## src/rtl/fetch_pkg.sv

```systemverilog
// Shared types and constants for the instruction fetch stage.
// States, bubble instruction and default reset PC.
package fetch_pkg;

    typedef enum logic [2:0] {
        IDLE,
        REQ,
        WAIT,
        HOLD,
        DRAIN
    } fetch_state_t;

    localparam logic [31:0] NOP_INSTR_C = 32'h0000_0013;
    localparam logic [31:0] RESET_PC_C  = 32'h0000_0000;
    localparam logic [31:0] PC_STEP     = 32'd4;

endpackage

```

## src/rtl/fetch_perf_counter.sv

```systemverilog
// Fetch performance counters: retired fetches and bubble cycles.
// Built only when FETCH_PERF_CNT_EN is defined.
`ifdef FETCH_PERF_CNT_EN
module fetch_perf_counter (
    input  logic        clk,
    input  logic        rst,
    input  logic        fetch_inc,
    input  logic        bubble_inc,
    output logic [31:0] perf_fetched,
    output logic [31:0] perf_bubbles
);

    // free-running wrap counters, cleared by reset
    always_ff @(posedge clk or negedge rst) begin
        if (!rst) begin
            perf_fetched <= '0;
            perf_bubbles <= '0;
        end else begin
            if (fetch_inc)
                perf_fetched <= perf_fetched + 32'd1;
            if (bubble_inc)
                perf_bubbles <= perf_bubbles + 32'd1;
        end
    end

endmodule
`endif

```

## src/rtl/instruction_fetch_stage.sv

```systemverilog
// IF stage: owns the PC, single-outstanding imem fetch, stall/redirect.
// Optional perf counters with FETCH_PERF_CNT_EN.
module instruction_fetch_stage
    import fetch_pkg::*;
#(
    parameter logic [31:0] RESET_PC  = RESET_PC_C,
    parameter logic [31:0] NOP_INSTR = NOP_INSTR_C
) (
    input  logic        clk,
    input  logic        rst,
    input  logic        stall_IF,
    input  logic        redirect_en,
    input  logic [31:0] redirect_pc,
    output logic        imem_req_valid,
    output logic [31:0] imem_req_addr,
    input  logic        imem_req_ready,
    input  logic        imem_rsp_valid,
    input  logic [31:0] imem_rsp_data,
    output logic [31:0] INSTR_IF,
    output logic [31:0] PC_IF,
    output logic        fetch_busy
`ifdef FETCH_PERF_CNT_EN
    ,
    output logic [31:0] perf_fetched,
    output logic [31:0] perf_bubbles
`endif
);

    fetch_state_t state_q, state_d;
    logic [31:0]  pc_q, pc_d;
    logic [31:0]  buf_q, buf_d;
    logic [31:0]  pc_inc;
    logic [31:0]  word;
    logic         word_vld;
    logic         consume;

    assign pc_inc = pc_q + PC_STEP;

    // next state, word selection, request and PC update
    always_comb begin
        state_d        = state_q;
        pc_d           = pc_q;
        buf_d          = buf_q;
        word           = NOP_INSTR;
        word_vld       = 1'b0;
        consume        = 1'b0;
        imem_req_valid = 1'b0;
        imem_req_addr  = pc_q;
        case (state_q)
            IDLE: state_d = REQ;
            REQ: begin
                imem_req_valid = 1'b1;
                if (imem_req_ready)
                    state_d = redirect_en ? DRAIN : WAIT;
            end
            WAIT: begin
                imem_req_addr  = pc_inc;
                word           = imem_rsp_data;
                word_vld       = imem_rsp_valid && !redirect_en;
                imem_req_valid = imem_rsp_valid && !stall_IF
                                 && !redirect_en;
                if (redirect_en) begin
                    state_d = imem_rsp_valid ? REQ : DRAIN;
                end else if (imem_rsp_valid) begin
                    if (stall_IF) begin
                        buf_d   = imem_rsp_data;
                        state_d = HOLD;
                    end else begin
                        state_d = imem_req_ready ? WAIT : REQ;
                    end
                end
            end
            HOLD: begin
                word     = buf_q;
                word_vld = !redirect_en;
                if (redirect_en || !stall_IF)
                    state_d = REQ;
            end
            DRAIN: begin
                if (imem_rsp_valid)
                    state_d = REQ;
            end
            default: state_d = IDLE;
        endcase
        consume = word_vld && !stall_IF;
        if (redirect_en) begin
            pc_d  = redirect_pc;
            buf_d = NOP_INSTR;
        end else if (consume) begin
            pc_d = pc_inc;
        end
    end

    // state, PC and held-word registers
    always_ff @(posedge clk or negedge rst) begin
        if (!rst) begin
            state_q <= IDLE;
            pc_q    <= RESET_PC;
            buf_q   <= NOP_INSTR;
        end else begin
            state_q <= state_d;
            pc_q    <= pc_d;
            buf_q   <= buf_d;
        end
    end

    assign INSTR_IF   = word_vld ? word : NOP_INSTR;
    assign PC_IF      = pc_q;
    assign fetch_busy = !word_vld;

`ifdef FETCH_PERF_CNT_EN
    fetch_perf_counter u_perf (
        .clk          (clk),
        .rst          (rst),
        .fetch_inc    (consume),
        .bubble_inc   (!word_vld && !stall_IF),
        .perf_fetched (perf_fetched),
        .perf_bubbles (perf_bubbles)
    );
`endif

endmodule

```

## config.mk

```make
export PLATFORM = sky130hd
export DESIGN_NAME = instruction_fetch_stage
export DESIGN_NICKNAME = d
export VERILOG_FILES = /design/src/rtl/fetch_pkg.sv /design/src/rtl/fetch_perf_counter.sv /design/src/rtl/instruction_fetch_stage.sv
export SDC_FILE = /design/constraint.sdc
export NUM_CORES = 1
export LEC_CHECK = 0
export BUFFER_PORTS_ARGS = -buffer_cell sky130_fd_sc_hd__clkbuf_2
export CAP_MARGIN = 20
export CORE_ASPECT_RATIO = 1.25
export CORE_UTILIZATION = 45
export CTS_BUF_LIST = sky130_fd_sc_hd__clkbuf_8
export DETAILED_ROUTE_END_ITERATION = 10
export PLACE_DENSITY = 0.75
export SLEW_MARGIN = 15
export SYNTH_ARGS = -nofsm -noshare
export SYNTH_HDL_FRONTEND = slang
export SYNTH_HIERARCHICAL = 1
export SYNTH_SLANG_ARGS = --single-unit
```

## constraint.sdc

```tcl
create_clock -name clk -period 7.4 [get_ports clk]
set_input_delay 2.22 -clock clk [delete_from_list [all_inputs] [get_ports clk]]
set_output_delay 2.22 -clock clk [all_outputs]
set_load 0.01 [all_outputs]
```

# ---- After elaboration in Yosys (flattened, before gate mapping)
# Cells that the tools add are included.
dict set report classes {
  n_eq_ne 8
  n_addsub 1
  muxes 21
  reduce_logical 15
}
# op n
set ops {}
lappend ops {{$mux W32} 8}
lappend ops {{$pmux W32 S2} 1}
lappend ops {{$add A32 B3 Y32 const B} 1}
lappend ops {{$mux W3} 7}
lappend ops {{$pmux W3 S5} 1}
lappend ops {{$reduce_bool A2 Y1} 4}
lappend ops {{$eq A3 B2 Y1 const B} 2}
lappend ops {{$ne A2 B2 Y1 const B} 3}
lappend ops {{$logic_and A1 B1 Y1} 4}
lappend ops {{$mux W2} 2}
lappend ops {{$pmux W1 S2} 2}
lappend ops {{$reduce_and A4 Y1} 1}
lappend ops {{$eq A3 B1 Y1 const B} 1}
lappend ops {{$eq A3 B3 Y1 const B} 1}
lappend ops {{$logic_not A1 Y1} 3}
lappend ops {{$logic_not A3 Y1} 1}
lappend ops {{$ne A3 B3 Y1 const B} 1}
lappend ops {{$reduce_and A3 Y1} 1}
lappend ops {{$logic_or A1 B1 Y1} 1}
dict set report word_totals {
  regBits 67
  wordCells 48
  input_bits 70
}

# ---- Logic depth before layout (Yosys ltp)
# Gate-level depths: netlist (run 1).
dict set report logic_depth {
  ltp_word 6
  mapped_depth 8
  depth_no_buf 6
}

# ---- Worst setup path after synthesis (run 1)
# OpenSTA, ideal clock, no wires.
dict set report synth_timing {
  kind {input port to output port}
  startpoint {input port redirect_en}
  endpoint {output port INSTR_IF[22]}
  stages 5
  setup_slack_ns 2.082
  t_arrival_ns 3.098
  path_cell_list {clkbuf_1 nor2_1 inv_1 clkbuf_1 nor2_1}
}
dict set report synth_via {
  elab_chain_cells 4
}
# item line_no
set synth_rtl {}
lappend synth_rtl {{from (decl)} instruction_fetch_stage.sv:12} ;# input logic redirect_en,
lappend synth_rtl {{$logic_not A1 Y1 *} {instruction_fetch_stage.sv:59, instruction_fetch_stage.sv:75}}
lappend synth_rtl {{$logic_and A1 B1 Y1} instruction_fetch_stage.sv:59} ;# word_vld = imem_rsp_valid && !redirect_en;
lappend synth_rtl {{$pmux W1 S2 *} instruction_fetch_stage.sv:49} ;# case (state_q)
lappend synth_rtl {{$mux W32 *} instruction_fetch_stage.sv:107} ;# assign INSTR_IF = word_vld ? word : NOP_INSTR;
lappend synth_rtl {{to (decl)} instruction_fetch_stage.sv:19} ;# output logic [31:0] INSTR_IF,
# Every way passes the cells marked *; elsewhere a longest branch is shown, timed or not.

# ---- Worst setup path after layout (run 1)
dict set report layout_timing {
  startpoint {input port imem_rsp_valid}
  endpoint {output port INSTR_IF[10]}
}
dict set report layout_via {
  elab_chain_cells 3
}
# item line_no
set layout_rtl {}
lappend layout_rtl {{from (decl)} instruction_fetch_stage.sv:17} ;# input logic imem_rsp_valid,
lappend layout_rtl {{$logic_and A1 B1 Y1} instruction_fetch_stage.sv:59}
lappend layout_rtl {{$pmux W1 S2} instruction_fetch_stage.sv:49}
lappend layout_rtl {{$mux W32} instruction_fetch_stage.sv:107}
# No other way between the ends.

==> results of run 1 <==
per-layer routing:
layer / track usage / up-vias
met2: 0.408 / 189
met3: 0.0583 / 14
li1: - / 1988
met4: 0.0913 / 0
met5: 0 / -
met1: 0.294 / 1947
stage by stage:
stage / power [mW] / util
floorplan: 0.586 / -
global placement: 0.682 / 0.570
detailed placement: 0.688 / 0.570
CTS: 1.06 / 0.597
global route: 1.11 / 0.597
finish: 1.05 / 0.597
cell usage in the layout (no fill, tap or decap), types with 4 or more instances in the layout:
cell type                  Yosys  routed
sky130_fd_sc_hd__o21ai_0      21      21
sky130_fd_sc_hd__o211ai_1      6       6
sky130_fd_sc_hd__o311ai_0      5       5
sky130_fd_sc_hd__nor3_1       10       9
sky130_fd_sc_hd__nor4_1        4       4
sky130_fd_sc_hd__clkbuf_8      0      10
sky130_fd_sc_hd__and2_1        6       6
sky130_fd_sc_hd__a22oi_1      30      30
sky130_fd_sc_hd__nand2_1      59      59
sky130_fd_sc_hd__nand3_1      19      19
sky130_fd_sc_hd__and3_1        5       5
sky130_fd_sc_hd__a22o_1       29      29
sky130_fd_sc_hd__xnor2_1      26      26
sky130_fd_sc_hd__a211o_1       7       7
sky130_fd_sc_hd__nand4_1       9       9
sky130_fd_sc_hd__inv_1         5       6
sky130_fd_sc_hd__dfrtp_1      64      64
sky130_fd_sc_hd__xor2_1       17      17
sky130_fd_sc_hd__buf_4         2       6
sky130_fd_sc_hd__nor2_1       55      54
sky130_fd_sc_hd__a21oi_1       7       7
sky130_fd_sc_hd__nand2b_1      5       5
sky130_fd_sc_hd__clkbuf_2      0     166
final timing paths:
check	from	to	slack, ns	cells after the start
worst max-delay path	imem_rsp_valid	INSTR_IF[10]	1.48	6
min in group asynchronous	rst	PC_IF[14]	2.06	2
worst min-delay path	buf_q[8]	buf_q[8]	0.51	1
worst min register to register	buf_q[8]	buf_q[8]	0.51	1
worst max register to register	PC_IF[2]	PC_IF[20]	4.96	5
max in group asynchronous	rst	buf_q[23]	4.77	2
kinds of logic (layout without fill, tap and decap cells):
kind of cell / Yosys count / in the layout
compound gates: 118 / 118
xor+xnor: 43 / 43
fa+ha+maj: 1 / 1
buf+inv: 43 / 194
flops: 67 / 67
mux: 3 / 3
simple gates: 194 / 194
cell type report:
| class | instances | area share |
|---|---|---|
| clock buffer | 10 | 0.0262 |
| multi-input combinational | 359 | 0.434 |
| timing repair buffer | 173 | 0.168 |
| clock inverter | 6 | 0.0198 |
| tap | 120 | 0.0286 |
| inverter | 5 | 0.00357 |
| sequential | 67 | 0.320 |
flip-flops by register name, summed over array words and instances (netlist names):
name,flops
PC_IF,32
buf_q,32
state_q,3
worst max-delay path: stages:
cell	delay [ns]
sky130_fd_sc_hd__clkbuf_2	0.14
sky130_fd_sc_hd__o21ai_0	0.28
sky130_fd_sc_hd__nor2_1	0.13
sky130_fd_sc_hd__inv_1	0.64
sky130_fd_sc_hd__nor2_1	0.13
sky130_fd_sc_hd__clkbuf_2	0.16
power groups by stage:
stage | combinational (mW) | sequential [mW] | clock [mW]
after floorplan | 0.154 | 0.432 | 0
after global placement | 0.236 | 0.446 | 0
after detailed placement | 0.241 | 0.447 | 0
after CTS | 0.241 | 0.441 | 0.378
after global routing | 0.266 | 0.446 | 0.394
final | 0.239 | 0.441 | 0.368
==> impl_results.rst, run 1 <==
.. list-table::
   :header-rows: 1

   * - Metric
     - Value
   * - Post-synthesis adder-cell area fraction
     - 0.00303
   * - Die Span X
     - 87.7 microns
   * - Worst clock skew
     - between 0.004 and 0.005 ns
   * - Post-route antenna net violation count
     - 0
   * - Max-cap viol count
     - 0
   * - P per Cell Area
     - 200 nW/um^2
   * - Static Leak
     - roughly 2.4 nW
   * - TritonCTS Buffers
     - 9
   * - Top sig layer
     - met4
   * - Cells after DPL
     - 724
   * - Detail Route met2 WL
     - 5.61 mm
   * - Final design instance area without fill
     - roughly 5300 sq um
   * - Synth cell types
     - 52
   * - Top-level port count
     - approximately 170
   * - Multiplexer fraction of the synthesized cell area
     - 0.00788
   * - Global routing usage summed across all routing layers
     - 0.240
   * - Clock period minus final worst setup slack
     - 5.92 ns
   * - Die area
     - 9560 sq um
   * - Worst vdd rail ir drop
     - 0.0891 mV
   * - Leading cell types by count after synthesis
     - sky130_fd_sc_hd__dfrtp_1, sky130_fd_sc_hd__nand2_1, sky130_fd_sc_hd__nor2_1
   * - Hold Crit Class
     - register to register
   * - Worst Setup End Kind
     - output pin
   * - Tcrit/Tclk final
     - 0.800
   * - Deepest clock path buffer count
     - 2
   * - Sw Ratio
     - 0.313
   * - Xor-xnor portion of the synthesized cell area
     - 0.0913
   * - Nets in the synthesized netlist
     - 540
   * - Vias in the first global route
     - 3702
   * - Drt total wl
     - 11.3 mm
   * - Initial core utilization
     - 0.469
   * - Ys async rst share
     - 1.00
   * - Worst setup timing slack at the placement stage
     - 1.50 ns
   * - Initial antenna violation count
     - 0
   * - Portion of synthesized cell area occupied by the leading cell type
     - 0.388
   * - Area Growth Syn to Fin
     - 27.3%
   * - Unrepaired setup endpoints after global routing
     - no
   * - Final hold violation count
     - 0
   * - Cts-stage hold buffer count
     - 0
   * - Combinational share of power
     - 0.228
   * - Startpoint class of the critical path
     - input pin
   * - WP data required
     - roughly 5.2 ns
   * - Number of buffers added for setup after CTS
     - 0
   * - Arrival time at the worst endpoint
     - 3.70 ns
   * - Number of design-rule violations left by the first detailed-router iteration
     - 185
   * - FP Rows
     - 38
   * - Number of inserted diodes
     - 0
   * - Placer's final routability congestion estimate
     - 0.898
   * - Total number of vias
     - 4138
   * - Main combinational cell family by area after synthesis
     - simple AND/OR/NAND/NOR gates
   * - Critical setup path kind
     - input pin to output pin
   * - Clock network fraction of total power
     - 0.351
   * - Run status
     - finished clean
   * - Reported net switching power
     - between 300 and 400 uW
   * - HPWL reported at the end of detailed placement
     - 8.00 mm
   * - Global-route wire length before repair
     - 17.7 mm
   * - Routed wire length per instance
     - 15.3 microns
   * - Part of the power in registers
     - 0.421
   * - Average footprint of a synthesized cell
     - 8.80 sq um
   * - Combined area of the multi-input logic cells
     - roughly 2300 sq um
   * - Number of port buffers
     - 167
   * - Register Area
     - 1680 sq um
   * - Cell with the most instances after synthesis
     - sky130_fd_sc_hd__dfrtp_1
   * - Most common flop cell mapped by yosys
     - sky130_fd_sc_hd__dfrtp_1
   * - Library cell used as clock root buffer
     - sky130_fd_sc_hd__clkbuf_8
   * - Share of synthesized area occupied by flip-flops and latches
     - 0.407
   * - Maximum frequency from static timing analysis
     - 169 MHz
   * - Number of standard cells after synthesis
     - ~470
   * - Simple logic cell fraction of the synthesized area
     - 0.234
   * - Final cell count without fillers
     - 740
   * - Pre-antenna DRT Iters
     - 5
   * - Relative slew slack
     - 0.306
   * - Share of final-layout standard cells stronger than drive strength 1
     - 0.331
   * - Worst slew pin tran
     - roughly 1.0 ns
   * - Y dimension of the die
     - 109 microns
   * - Library cell with the largest summed area after synthesis
     - sky130_fd_sc_hd__dfrtp_1
   * - Total clock sinks
     - 67
   * - Maximum number of pins on one net before global-route repair
     - 68
   * - Hold Worst Slack
     - 0.508 ns
   * - Leading cell types by total area after synthesis
     - sky130_fd_sc_hd__dfrtp_1, sky130_fd_sc_hd__a22o_1, sky130_fd_sc_hd__xnor2_1
   * - Post-cts gate resize count
     - 0
   * - # DRC
     - 0
   * - Area post-placement
     - 5010 sq um
   * - Vias/cell
     - approximately 5.6
   * - Total internal power
     - 720 uW
   * - Nets
     - around 700
   * - Least setup slack across all paths after layout
     - about 1.5 ns
   * - Clk pin slew, worst setup/hold paths
     - 0.06 ns
   * - Post-route setup TNS
     - 0 ns
   * - Number of max-slew violations in the final report
     - 0
   * - Fraction of the mapped netlist area in compound gates
     - 0.212
   * - Worst-Skew Late Latency
     - 0.34 ns
   * - Max H-tree Level
     - 3
   * - Routed metal-1 wirelength
     - 4.79 mm
   * - Number of inserted filler cells in the final layout
     - 803
   * - Total standard cell area after synthesis
     - 4130 sq um
   * - CTS tree
     - yes
   * - Core Footprint
     - 8800 sq um
   * - FF+latch count, synth
     - 67
   * - Gr ovfl total
     - 0
   * - Number of synthesized flops with an enable pin
     - 0
   * - Finish-stage setup viols
     - 0
   * - Max Fanout on Critical Path
     - 30
   * - Met3 layer wire length in the routed design
     - 790 microns
   * - Yosys warnings
     - 6
Note: power is estimated with default switching activity, not from simulation.
==> inputs of run 2 (changes only) <==
--- a/config.mk
+++ b/config.mk
@@ -5,13 +5,14 @@
 export SDC_FILE = /design/constraint.sdc
 export NUM_CORES = 1
 export LEC_CHECK = 0
+export ABC_AREA = 1
 export BUFFER_PORTS_ARGS = -buffer_cell sky130_fd_sc_hd__clkbuf_2
 export CAP_MARGIN = 20
 export CORE_ASPECT_RATIO = 1.25
 export CORE_UTILIZATION = 45
 export CTS_BUF_LIST = sky130_fd_sc_hd__clkbuf_8
 export DETAILED_ROUTE_END_ITERATION = 10
-export PLACE_DENSITY = 0.75
+export PLACE_DENSITY = 0.77
 export SLEW_MARGIN = 15
 export SYNTH_ARGS = -nofsm -noshare
 export SYNTH_HDL_FRONTEND = slang
==> constraint.sdc (replaced) <==
create_clock -name clk -period 5.2 [get_ports clk]
set_input_delay 1.56 -clock clk [delete_from_list [all_inputs] [get_ports clk]]
set_output_delay 1.56 -clock clk [all_outputs]
set_load 0.01 [all_outputs]
==> impl_results.rst, run 2 <==
.. list-table::
   :header-rows: 1

   * - Metric
     - Value
   * - Relative slew slack
     - 0.410
   * - Global-route wire length before repair
     - 20.9 mm
   * - Core Footprint
     - 10100 sq um
   * - Unrepaired setup endpoints after global routing
     - no
   * - Library cell used as clock root buffer
     - sky130_fd_sc_hd__clkbuf_8
   * - Sw Ratio
     - 0.392
   * - Final hold violation count
     - 0
   * - Synth cell types
     - 31
   * - Portion of synthesized cell area occupied by the leading cell type
     - 0.346
   * - Number of design-rule violations left by the first detailed-router iteration
     - between 200 and 250
   * - Top cell family by delay on the critical path
     - buffers and inverters
   * - Routed wire length per instance
     - 12.8 microns
   * - Run status
     - finished clean
   * - Y dimension of the die
     - 115 microns
   * - Number of max-slew violations in the final report
     - 0
   * - Drt total wl
     - 12.9 mm
   * - Clock network fraction of total power
     - 0.270
   * - Least setup slack across all paths after layout
     - 1.02 ns
   * - Cells after DPL
     - 987
   * - Highest-count cells in the layout ignoring fill and taps
     - sky130_fd_sc_hd__nand2_1, sky130_fd_sc_hd__clkbuf_2, sky130_fd_sc_hd__nor2_1
   * - CTS tree
     - yes
   * - Post-route antenna net violation count
     - 0
   * - Share of synthesized area occupied by flip-flops and latches
     - 0.363
   * - Nets in the synthesized netlist
     - 793
   * - Maximum frequency from static timing analysis
     - 239 MHz
   * - Worst setup timing slack at the placement stage
     - 1.04 ns
   * - Placer's final routability congestion estimate
     - between 0.8 and 0.9
   * - Buffers and inverters on the worst path
     - 4
   * - Share of final-layout standard cells stronger than drive strength 1
     - 0.240
   * - Pre-antenna DRT Iters
     - 5
   * - Worst vdd rail ir drop
     - 0.159 mV
   * - Nets
     - 940
   * - Number of buffers added for setup after CTS
     - 0
   * - Number of synthesized flops with an enable pin
     - 0
   * - Hold Worst Slack
     - between 0.4 and 0.5 ns
   * - CP max-delay cell
     - sky130_fd_sc_hd__buf_4
   * - Average footprint of a synthesized cell
     - about 6.4 sq um
   * - # DRC
     - 0
   * - Max H-tree Level
     - 3
   * - Ys async rst share
     - 1.00
   * - Clock period minus final worst setup slack
     - 4.18 ns
   * - Max Fanout on Critical Path
     - 31
   * - Hold Crit Class
     - register to register
   * - Total standard cell area after synthesis
     - about 4600 sq um
   * - FP Rows
     - 41
   * - Slowest cell delay on critical path
     - ~0.29 ns
   * - Startpoint class of the critical path
     - input pin
   * - HPWL reported at the end of detailed placement
     - 9.26 mm
   * - Worst R2R Start
     - state_q[2]
   * - TritonCTS Buffers
     - 9
   * - Die area
     - 10700 sq um
   * - Area Growth Syn to Fin
     - 22.6%
   * - Worst slew pin tran
     - between 0.8 and 0.9 ns
   * - Most prevalent standard cell on the critical path
     - sky130_fd_sc_hd__clkbuf_2
   * - Gr ovfl total
     - 0
   * - Post-cts gate resize count
     - 0
   * - Worst Setup End Kind
     - output pin
   * - Most frequent standard cell in the layout excluding fill and tap cells
     - sky130_fd_sc_hd__nand2_1
   * - P per Cell Area
     - ~320 nW/um^2
   * - Hold wc startpoint
     - buf_q[26]
   * - Number of port buffers
     - 167
   * - Number of inserted diodes
     - 0
   * - Cts-stage hold buffer count
     - 0
   * - Leading cell types by total area after synthesis
     - sky130_fd_sc_hd__dfrtp_1, sky130_fd_sc_hd__nand2_1, sky130_fd_sc_hd__nor2_1
   * - FF+latch count, synth
     - 67
   * - Deepest clock path buffer count
     - 2
   * - Worst clock skew
     - 0.00948 ns
   * - Most common flop cell mapped by yosys
     - sky130_fd_sc_hd__dfrtp_1
   * - Ordered cell list for the critical path
     - clkbuf_2 -> o21ai_1 -> or2_1 -> buf_4 -> inv_1 -> nand2_1 -> clkbuf_2
   * - Critical setup path kind
     - input pin to output pin
   * - Global routing usage summed across all routing layers
     - 0.249
   * - Die Span X
     - 92.7 microns
   * - Yosys warnings
     - 6
   * - Total clock sinks
     - 67
   * - Part of the power in registers
     - 0.368
   * - Tcrit/Tclk final
     - 0.803
   * - Initial core utilization
     - 0.460
   * - Reported net switching power
     - 719 uW
   * - WP data required
     - 3.64 ns
   * - Top-level port count
     - 168
   * - Start point of the critical path
     - imem_rsp_valid
   * - Initial antenna violation count
     - 0
   * - Library cell with the largest summed area after synthesis
     - sky130_fd_sc_hd__dfrtp_1
   * - Finish-stage setup viols
     - 0
   * - Vias in the first global route
     - 4472
   * - Total number of vias
     - about 4.9k
   * - Static Leak
     - 3.13 nW
   * - Max-cap viol count
     - 0
   * - Cell with the most instances after synthesis
     - sky130_fd_sc_hd__nand2_1
   * - Worst-Skew Late Latency
     - 0.35 ns
   * - Vias/cell
     - approximately 5
   * - Arrival time at the worst endpoint
     - 2.62 ns
   * - Final cell count without fillers
     - 1003
   * - Combinational share of power
     - 0.362
   * - Leading cell types by count after synthesis
     - sky130_fd_sc_hd__nand2_1, sky130_fd_sc_hd__nor2_1, sky130_fd_sc_hd__dfrtp_1
   * - Clk pin slew, worst setup/hold paths
     - approximately 0.07 ns
   * - Post-route setup TNS
     - 0 ns
   * - Power, Total
     - 1.83 mW
   * - Total internal power
     - 1.12 mW
   * - Number of standard cells after synthesis
     - 722
   * - Maximum number of pins on one net before global-route repair
     - 65
==> run 2: changes by cell type in the layout (fill, tap and decap cells not counted), moves of 7 or more <==
cell	previous run	this run
sky130_fd_sc_hd__a21oi_1	7	0
sky130_fd_sc_hd__inv_1	6	51
sky130_fd_sc_hd__nor2_1	54	69
sky130_fd_sc_hd__xnor2_1	26	1
sky130_fd_sc_hd__a211o_1	7	0
sky130_fd_sc_hd__nand3_1	19	34
sky130_fd_sc_hd__a22o_1	29	0
sky130_fd_sc_hd__o21ai_1	0	8
sky130_fd_sc_hd__nor3_1	9	0
sky130_fd_sc_hd__nand2_1	59	352
sky130_fd_sc_hd__nand4_1	9	0
==> run 2: logic make-up after synthesis <==
kind of cell / share of synthesized area
XOR/XNOR: 0.0284
adder cells (fa/ha/maj): 0.00271
AO/OA/AOI/OAI: 0.101
buffers and inverters: 0.0939
AND/OR/NAND/NOR: 0.410
flip-flops: 0.363
==> run 2: power groups by stage <==
stage	registers, mW	clock network (mW)	logic (mW)
6_report	0.674	0.496	0.665
5_1_grt	0.685	0.530	0.747
4_1_cts	0.673	0.505	0.671
3_5_place_dp	0.682	0	0.668
3_3_place_gp	0.680	0	0.663
2_1_floorplan	0.678	0	0.428
==> run 2: final timing paths <==
check | end | slack (ns) | cells after the start
setup / recovery | INSTR_IF[4] | 1.02 | 7
hold / removal | buf_q[26] | 0.47 | 2
hold reg to reg | buf_q[26] | 0.47 | 2
max in group asynchronous | PC_IF[27] | 2.96 | 2
min in group asynchronous | state_q[2] | 1.30 | 1
setup reg to reg | buf_q[11] | 2.92 | 7
==> run 2: final cells by class <==
| type | count | area [sq um] |
|---|---|---|
| Clock buffer | 11 | 151 |
| Clock inverter | 5 | 76.3 |
| Timing Repair Buffer | 172 | 873 |
| Sequential cell | 67 | 1680 |
| Inverter | 58 | 218 |
| Multi-Input combinational cell | 561 | 2510 |
| Fill cell | 1035 | 4380 |
| Tap cell | 129 | 161 |
==> run 2: stage by stage <==
stage,util,area (sq um)
after floorplan,-,4620
after global placement,0.541,5440
after detailed placement,0.541,5440
after CTS,0.564,5670
after global routing,0.564,5670
final,0.564,5670
==> run 2: per-layer routing <==
metal  vias up  track usage  wire length, microns
met5         -            0                     0
met4         0       0.0831                   223
met3        16       0.0456                   958
met2       186        0.441                  6290
met1      2204        0.306                  5390
li1       2537            -                     -
==> run 2: worst reg2reg max path: cells and delay by family (launching register included) <==
| family | cells | cell delay [ns] |
|---|---|---|
| and+or+nand+nor | 5 | 1.27 |
| DFF | 1 | 0.41 |
| buffers and inverters | 2 | 0.53 |
==> inputs of run 3 (changes only) <==
==> constraint.sdc (replaced) <==
create_clock -name clk -period 3.6 [get_ports clk]
set_input_delay 1.08 -clock clk [delete_from_list [all_inputs] [get_ports clk]]
set_output_delay 1.08 -clock clk [all_outputs]
set_load 0.01 [all_outputs]
==> impl_results.rst, run 3 (synthesis results as in run 2) <==
.. list-table::
   :header-rows: 1

   * - Metric
     - Value
   * - Area post-placement
     - between 5000 and 6000 sq um
   * - Worst-Skew Late Latency
     - between 0.3 and 0.4 ns
   * - Max H-tree Level
     - 3
   * - # DRC
     - 0
   * - Area Growth Syn to Fin
     - 22.6%
   * - Global-route wire length before repair
     - 20.8 mm
   * - Startpoint class of the critical path
     - register
   * - Number of inserted filler cells in the final layout
     - 1059
   * - Static Leak
     - 3.13 nW
   * - Post-cts gate resize count
     - 0
   * - Cts-stage hold buffer count
     - 0
   * - Highest-count cells in the layout ignoring fill and taps
     - sky130_fd_sc_hd__nand2_1, sky130_fd_sc_hd__clkbuf_2, sky130_fd_sc_hd__nor2_1
   * - Global routing usage summed across all routing layers
     - 0.248
   * - Number of max-slew violations in the final report
     - 0
   * - Reg2reg setup slack
     - 1.49 ns
   * - WP data required
     - 2.52 ns
   * - Y dimension of the die
     - 115 microns
   * - Deepest clock path buffer count
     - 2
   * - Clk pin slew, worst setup/hold paths
     - around 0.08 ns
   * - Most frequent standard cell in the layout excluding fill and tap cells
     - sky130_fd_sc_hd__nand2_1
   * - CTS tree
     - yes
   * - TritonCTS Buffers
     - 9
   * - Nets
     - around 940
   * - Arrival time at the worst endpoint
     - 2.08 ns
   * - Post-route setup TNS
     - 0 ns
   * - Library cell used as clock root buffer
     - sky130_fd_sc_hd__clkbuf_8
   * - Total clock sinks
     - 67
   * - Worst clock skew
     - 0.00666 ns
   * - Drt total wl
     - about 13 mm
   * - Unrepaired setup endpoints after global routing
     - no
   * - Register Area
     - roughly 1700 sq um
   * - Max Fanout on Critical Path
     - 6
   * - Routed wire length per instance
     - 12.6 microns
   * - Initial antenna violation count
     - 0
   * - Worst vdd rail ir drop
     - 0.213 mV
   * - Initial core utilization
     - 0.460
   * - Core Footprint
     - approximately 10000 sq um
   * - Top-level port count
     - 168
   * - Final hold violation count
     - 0
   * - Placer's final routability congestion estimate
     - 0.879
   * - Tcrit/Tclk final
     - 0.878
   * - Relative slew slack
     - 0.567
   * - Die area
     - 10700 sq um
   * - Maximum frequency from static timing analysis
     - 316 MHz
   * - Run status
     - finished clean
   * - Post-route antenna net violation count
     - 0
   * - Die Span X
     - 92.7 microns
   * - Worst slew pin tran
     - 0.647 ns
   * - Combined area of the multi-input logic cells
     - around 2500 sq um
   * - Critical setup path kind
     - register to output pin
   * - Number of inserted diodes
     - 0
   * - Gr ovfl total
     - 0
   * - Clock period minus final worst setup slack
     - 3.16 ns
   * - Total number of vias
     - about 5.0k
   * - Number of design-rule violations left by the first detailed-router iteration
     - 199
   * - Number of port buffers
     - 167
   * - Hold Crit Class
     - register to register
   * - Vias in the first global route
     - 4484
   * - Max-cap viol count
     - 0
   * - Worst Setup End Kind
     - output pin
   * - P per Cell Area
     - 456 nW/um^2
   * - Pre-antenna DRT Iters
     - 7
   * - Final design instance area without fill
     - 5670 sq um
   * - HPWL reported at the end of detailed placement
     - 9.34 mm
   * - Share of final-layout standard cells stronger than drive strength 1
     - 0.244
   * - Maximum number of pins on one net before global-route repair
     - 39
   * - Finish-stage setup viols
     - 0
   * - Vias/cell
     - 4.94
   * - FP Rows
     - 41
   * - Number of buffers added for setup after CTS
     - 0
[run 3: cell types whose count changed in the layout (fill, tap and decap cells not counted)]
cell                        delta
sky130_fd_sc_hd__buf_4         +3
sky130_fd_sc_hd__clkinv_2      +1
sky130_fd_sc_hd__inv_1         -1
sky130_fd_sc_hd__clkinv_4      +2
sky130_fd_sc_hd__bufinv_16     -1
sky130_fd_sc_hd__clkbuf_8      -1
[run 3: metal layers]
layer  global-route usage  wire length (microns)  vias up
met3               0.0536                    828       25
met1                0.302                   5450     2204
met2                0.425                   6010      190
li1                     -                      -     2546
met5                    0                      0        -
met4                0.105                    344        0
[run 3: worst max-delay path, stage by stage (launching register included)]
cell and delay, ns:
sky130_fd_sc_hd__dfrtp_1 0.42, sky130_fd_sc_hd__ha_1 0.25, sky130_fd_sc_hd__nand2_1 0.09, sky130_fd_sc_hd__nor2_1 0.15, sky130_fd_sc_hd__nand2_1 0.14, sky130_fd_sc_hd__nor2_4 0.21
sky130_fd_sc_hd__xor2_1 0.21, sky130_fd_sc_hd__nand2_1 0.07, sky130_fd_sc_hd__nand2_1 0.06, sky130_fd_sc_hd__clkbuf_2 0.12
[run 3: area by class of cell]
cell class,instances,share of cell area
clock buffer,10,0.0243
clock inverter,6,0.0115
inverter,58,0.0384
multi-input combinational,561,0.443
sequential,67,0.296
tap,129,0.0285
timing repair buffer,175,0.158
[run 3: path summary, 6_finish.rpt]
kind,from,to,cells after the start
worst min-delay path,buf_q[21],buf_q[21],2
worst min register to register,buf_q[21],buf_q[21],2
worst max-delay path,PC_IF[3],imem_req_addr[18],9
min in group asynchronous,rst,state_q[2],1
max in group asynchronous,rst,buf_q[16],2
worst max register to register,state_q[2],buf_q[3],8
[run 3: per-stage QoR]
| stage | cells | worst slack, ns | utilization | power [mW] | hold slack [ns] |
|---|---|---|---|---|---|
| 2_1_floorplan | 722 | 0.458 | - | 1.60 | 0.443 |
| 3_3_place_gp | 990 | 0.445 | 0.544 | 1.95 | 0.454 |
| 3_5_place_dp | 990 | 0.435 | 0.544 | 1.96 | 0.461 |
| 4_1_cts | 1006 | 0.413 | 0.564 | 2.61 | 0.479 |
| 5_1_grt | 1006 | 0.149 | 0.564 | 2.78 | 0.492 |
| 6_report | 1006 | 0.440 | 0.564 | 2.58 | 0.475 |
[run 3: where the power goes]
group / internal (mW) / switching [mW] / leakage, nW
combinational: 0.354 / 0.613 / 2.17
sequential: 0.840 / 0.134 / 0.864
clock: 0.338 / 0.306 / 0.102
